--- src/rtl/vga_map_sched.sv ---
// vga_map_sched: arbitrates a host port and a pattern-fill engine onto one registered map port.
// Optional fill abort is compiled in when VGA_MAP_SCHED_ABORT_EN is defined.
module vga_map_sched #(
    parameter int ADDR_W = 10,
    parameter int DATA_W = 32
) (
    input  logic                  clk_i,
    input  logic                  rstn_i,
    input  logic                  host_req_i,
    input  logic                  host_we_i,
    input  logic [ADDR_W-1:0]     host_addr_i,
    input  logic [DATA_W-1:0]     host_wdata_i,
    input  logic [DATA_W/8-1:0]   host_be_i,
    output logic                  host_gnt_o,
    output logic                  host_rvalid_o,
    output logic [DATA_W-1:0]     host_rdata_o,
    input  logic                  fill_start_i,
    input  logic [ADDR_W-1:0]     fill_base_i,
    input  logic [ADDR_W:0]       fill_len_i,
    input  logic [DATA_W-1:0]     fill_pattern_i,
    input  logic                  fill_abort_i,
    output logic                  fill_busy_o,
    output logic                  fill_done_o,
    output logic [ADDR_W-1:0]     map_addr_o,
    output logic [DATA_W-1:0]     map_wdata_o,
    output logic [DATA_W/8-1:0]   map_wen_o,
    input  logic [DATA_W-1:0]     map_rdata_i
);
    localparam int BE_W  = DATA_W / 8;
    localparam int LEN_W = ADDR_W + 1;

    typedef enum logic {S_IDLE = 1'b0, S_FILL = 1'b1} state_t;
    state_t r_state, w_state_nxt;

    logic [ADDR_W-1:0] r_fill_addr;
    logic [LEN_W-1:0]  r_fill_left;
    logic [DATA_W-1:0] r_fill_pat;
    logic              r_fill_busy;
    logic              r_fill_done;
    logic              r_last_p1;
    logic              r_prio_fill;
    logic              r_rd_p1;
    logic              r_rvalid_p2;
    logic [DATA_W-1:0] r_rdata_p2;
    logic [ADDR_W-1:0] r_map_addr_p1;
    logic [DATA_W-1:0] r_map_wdata_p1;
    logic [BE_W-1:0]   r_map_wen_p1;

    logic w_start_ok;
    logic w_start_zero;
    logic w_start_fill;
    logic w_fill_req;
    logic w_abort;
    logic w_host_gnt;
    logic w_fill_gnt;
    logic w_fill_last;

    // A full map sweep is the longest useful fill; longer requests clamp to it.
    function automatic logic [LEN_W-1:0] sat_len(input logic [LEN_W-1:0] len);
        logic [LEN_W-1:0] lim;
        lim = LEN_W'(1) << ADDR_W;
        return (len > lim) ? lim : len;
    endfunction

    always_comb begin
        w_state_nxt  = r_state;
        w_fill_req   = 1'b0;
        w_abort      = 1'b0;
        w_start_ok   = (r_state == S_IDLE) && !r_fill_busy && fill_start_i;
        w_start_zero = w_start_ok && (fill_len_i == '0);
        w_start_fill = w_start_ok && (fill_len_i != '0);
        if (r_state == S_FILL) begin
`ifdef VGA_MAP_SCHED_ABORT_EN
            w_abort = fill_abort_i;
`else
            w_abort = fill_abort_i & 1'b0;
`endif
            w_fill_req = !w_abort;
        end
        // On contention r_prio_fill picks the winner; it alternates while a fill runs.
        w_host_gnt  = rstn_i && host_req_i && (!w_fill_req || !r_prio_fill);
        w_fill_gnt  = w_fill_req && (!host_req_i || r_prio_fill);
        w_fill_last = w_fill_gnt && (r_fill_left == LEN_W'(1));
        case (r_state)
            S_IDLE: if (w_start_fill) w_state_nxt = S_FILL;
            S_FILL: if (w_abort || w_fill_last) w_state_nxt = S_IDLE;
        endcase
    end

    always_ff @(posedge clk_i or negedge rstn_i) begin
        if (!rstn_i) r_state <= S_IDLE;
        else         r_state <= w_state_nxt;
    end

    // Stage p1: granted access registered onto the map port.
    always_ff @(posedge clk_i or negedge rstn_i) begin
        if (!rstn_i) begin
            r_map_addr_p1  <= '0;
            r_map_wdata_p1 <= '0;
            r_map_wen_p1   <= '0;
            r_rd_p1        <= 1'b0;
        end else begin
            r_map_wen_p1 <= '0;
            r_rd_p1      <= w_host_gnt && !host_we_i;
            if (w_host_gnt) begin
                r_map_addr_p1  <= host_addr_i;
                r_map_wdata_p1 <= host_wdata_i;
                r_map_wen_p1   <= host_we_i ? host_be_i : '0;
            end else if (w_fill_gnt) begin
                r_map_addr_p1  <= r_fill_addr;
                r_map_wdata_p1 <= r_fill_pat;
                r_map_wen_p1   <= '1;
            end
        end
    end

    // Stage p2: map read data, presented while the read address is on the port, is captured.
    always_ff @(posedge clk_i or negedge rstn_i) begin
        if (!rstn_i) begin
            r_rvalid_p2 <= 1'b0;
            r_rdata_p2  <= '0;
        end else begin
            r_rvalid_p2 <= r_rd_p1;
            if (r_rd_p1) r_rdata_p2 <= map_rdata_i;
        end
    end

    always_ff @(posedge clk_i or negedge rstn_i) begin
        if (!rstn_i) begin
            r_fill_addr <= '0;
            r_fill_left <= '0;
            r_fill_pat  <= '0;
            r_fill_busy <= 1'b0;
            r_fill_done <= 1'b0;
            r_last_p1   <= 1'b0;
            r_prio_fill <= 1'b0;
        end else begin
            if (w_start_ok) begin
                r_fill_addr <= fill_base_i;
                r_fill_left <= sat_len(fill_len_i);
                r_fill_pat  <= fill_pattern_i;
            end else if (w_fill_gnt) begin
                r_fill_addr <= r_fill_addr + ADDR_W'(1);
                r_fill_left <= r_fill_left - LEN_W'(1);
            end
            r_last_p1   <= w_fill_last;
            // Busy spans until the last fill write has left the map port.
            r_fill_done <= r_last_p1 || w_abort || w_start_zero;
            if (w_start_fill)               r_fill_busy <= 1'b1;
            else if (r_last_p1 || w_abort)  r_fill_busy <= 1'b0;
            if (r_state == S_IDLE) r_prio_fill <= 1'b0;
            else if (w_host_gnt)   r_prio_fill <= 1'b1;
            else if (w_fill_gnt)   r_prio_fill <= 1'b0;
        end
    end

    assign host_gnt_o    = w_host_gnt;
    assign host_rvalid_o = r_rvalid_p2;
    assign host_rdata_o  = r_rdata_p2;
    assign fill_busy_o   = r_fill_busy;
    assign fill_done_o   = r_fill_done;
    assign map_addr_o    = r_map_addr_p1;
    assign map_wdata_o   = r_map_wdata_p1;
    assign map_wen_o     = r_map_wen_p1;

endmodule
--- config.mk ---
export PLATFORM = sky130hd
export DESIGN_NAME = vga_map_sched
export DESIGN_NICKNAME = d
export VERILOG_FILES = /design/src/rtl/vga_map_sched.sv
export SDC_FILE = /design/constraint.sdc
export NUM_CORES = 1
export LEC_CHECK = 0
export ABC_CLOCK_PERIOD_IN_PS = 2450
export CAP_MARGIN = 25
export CELL_PAD_IN_SITES_DETAIL_PLACEMENT = 0
export CELL_PAD_IN_SITES_GLOBAL_PLACEMENT = 1
export CORE_ASPECT_RATIO = 2
export CORE_UTILIZATION = 33
export CTS_CLUSTER_SIZE = 28
export DETAILED_ROUTE_END_ITERATION = 8
export PLACE_DENSITY = 0.9
export REMOVE_ABC_BUFFERS = 1
export SLEW_MARGIN = 5
export SYNTH_ARGS = -nofsm -noshare
export SYNTH_HDL_FRONTEND = slang
export SYNTH_SLANG_ARGS = --single-unit
export TNS_END_PERCENT = 10
--- constraint.sdc ---
create_clock -name clk_i -period 2.45 [get_ports clk_i]
set_clock_uncertainty 0.05 [all_clocks]
set_input_delay 0.6125 -clock clk_i [delete_from_list [all_inputs] [get_ports clk_i]]
set_output_delay 0.6125 -clock clk_i [all_outputs]
set_load 0.02 [all_outputs]
==> metrics <==
Post-Synthesis Cells=513; worst-case vdd ir drop=0.474 mV; H-tree depth=4; syn_area_per_cell=11.1 um2; sw power=2.06 mW; status=completed; share of total power in combinational logic=0.243; grt met3 use=0.0418; Initial Util=0.339; fin cells=968; Post-CTS Setup Bufs=0; critical path endpoint category=output port; P_int=5.36 mW; Via Count=4946; post-route setup TNS=0 ns; crit path kind=in -> out; CP required=1.79 ns; post-synthesis register bit count=138; Top Usage Layer GRT=met2; Final nets=888; CTS clock-pin slew for the worst setup and hold paths=0.06 ns; dpl hpwl=12100 um; Chip Height=188 um; total die area=17800 um2; First-pass DRT Iterations=6; CTS tree=built; grt met2 use=0.367; row cnt=67; unrepaired setup endpoints after global routing=no; Final Hold Viols=0; Port Buffer Count=217; I/O pins=219; area leader, netlist=dfrtp_1; first-pass GRT wire length=26600 um; gp weighted congestion=0.807; TritonCTS Sinks=138; DR DRC count=0; CTS Buffer Depth=2; # hold bufs at CTS=0; total CTS buffers=17; Worst setup SP type=input port; number of library cell types mapped by synthesis=44; worst-margin pin slew=0.779 ns; CTS root buf=clkbuf_16; fillers=1495; final setup violation count=0; pwr dens=830 nW/um2; commonest non-fill, non-tap cell in the layout=clkdlybuf4s50_1; Final ANT Viol Nets=0; fraction of layout instances using a drive strength above 1=0.139; GR Layer Usage met1=0.206; main flop type after synthesis=dfrtp_1; Die X=94.8 um; ANT cells=0; drt wl/cell=17.6 um; Placeable Area=16800 um2; final wirelength=17100 um; clk_lat worst skew=0.42 ns; synthesis-to-layout area growth=57.3%; gr ovfl total=0; Initial DRC Count=448; Area contributors post-synth=dfrtp_1, a222oi_1, nand2_1; vias in the first global route=5118; post_cts resized=1; Crit path arrival time=1.73 ns; post-synth top area share=0.607; Reg power frac=0.391; Layout Utilization=0.534; Post-synth EDFFs=0; fmax=0.419 GHz; LEAKAGE=4.16 nW; synth warn=0; Final min period=2.39 ns; post-synthesis sequential area ratio=0.607; GRT Total Usage=0.200; max-slew violations=0; Hold Crit Class=in -> async; largest net degree at the start of global routing=139; Synth async-reset ratio=1.00; vias per inst=5.11; dpl cells=936; Slew headroom=0.481; total of max-cap violations=0; Post-Synthesis Cell Area=5690 um2; clock group share of total power=0.367; commonest cells after routing, fill and taps aside=clkdlybuf4s50_1, dfrtp_1, nand2_1; Net Sw Frac=0.278; final period utilization=0.975; Max FO, Critical Path=2; antenna violations before repair=0
==> worst paths after layout <==
kind	slack (ns)	endpoint	start	cells after the start
worst max-delay path	0.06	host_gnt_o	host_req_i	4
worst min-delay path	0.24	map_addr_o[1]	rstn_i	2
worst max register to register	0.42	r_fill_addr[2]	r_state	5
worst min register to register	0.41	fill_busy_o	r_last_p1	1
max in group asynchronous	1.51	r_fill_pat[15]	rstn_i	2
min in group clk_i	0.41	fill_busy_o	r_last_p1	1
==> power by group through the flow <==
stage	clock [mW]	sequential (mW)	combinational, mW
finish	2.72	2.90	1.80
global route	2.90	2.95	1.95
CTS	2.78	2.90	1.82
detailed placement	0	2.94	1.81
global placement	0	2.92	1.79
floorplan	0	3.17	0.559
==> cell usage after synthesis (all sizes together) (3+ instances only) <==
| master | n |
|---|---|
| dfrtp | 138 |
| nand2 | 109 |
| inv | 49 |
| a222oi | 42 |
| mux2 | 32 |
| clkbuf | 17 |
| buf | 16 |
| nand3 | 12 |
| nor2 | 12 |
| a21oi | 9 |
| o21ai | 9 |
| a221o | 6 |
| nor3 | 6 |
| a31oi | 4 |
| and3 | 4 |
| nor3b | 4 |
| ha | 3 |
| nor4 | 3 |
| o211a | 3 |
| o211ai | 3 |
| or4 | 3 |
==> cell families (layout without fill, tap and decap cells) <==
family                   after synthesis  in the layout  share of synthesized area
multiplexers                          33             33                     0.0651
flip-flops                           138            138                      0.607
buffers and inverters                 82            330                     0.0548
AO/OA/AOI/OAI                         93             93                      0.139
AND/OR/NAND/NOR                      164            164                      0.127
adder cells (fa/ha/maj)                3              3                    0.00660
==> critical path, stage by stage <==
cell,delay (ns)
clkdlybuf4s50_1,0.52
nand2_1,0.12
a21oi_4,0.14
clkdlybuf4s15_1,0.33
==> layout make-up <==
type | instances | area, um2 | share of cell area
inverters | 49 | 184 | 0.0206
multi-input cells | 293 | 1960 | 0.219
clock inverters | 12 | 171 | 0.0192
well taps | 207 | 259 | 0.0290
flip-flops and latches | 138 | 3450 | 0.386
repair buffers | 249 | 2460 | 0.275
clock buffers | 20 | 457 | 0.0510
==> flip-flops by register name, summed over array words and instances (netlist names) <==
name,flops
r_fill_pat,32
host_rdata_o,32
r_prio_fill,1
r_last_p1,1
host_rvalid_o,1
fill_busy_o,1
r_fill_left,11
r_rd_p1,1
r_fill_addr,10
map_addr_o,10
r_state,1
fill_done_o,1
map_wdata_o,32
map_wen_o,4
==> per-layer routing <==
metal  wire length, um  up-vias  share of wire
li1                  -     2303              -
met1              6000     2431           0.35
met2              9510      175           0.56
met3               949       37          0.056
met4               622        0          0.036
met5                 0        -              0
==> per-stage QoR <==
stage	total power, mW	area (um2)	hold WS, ns	setup WS (ns)
2_1_floorplan	3.73	5560	0.267	-1.89
3_3_place_gp	4.70	8320	0.397	-0.262
3_5_place_dp	4.75	8320	0.413	-0.266
4_1_cts	7.50	8940	0.308	0.00797
5_1_grt	7.80	8950	0.316	0.0145
6_report	7.42	8950	0.244	0.0622
No activity file was read; power rests on OpenSTA's default activity.
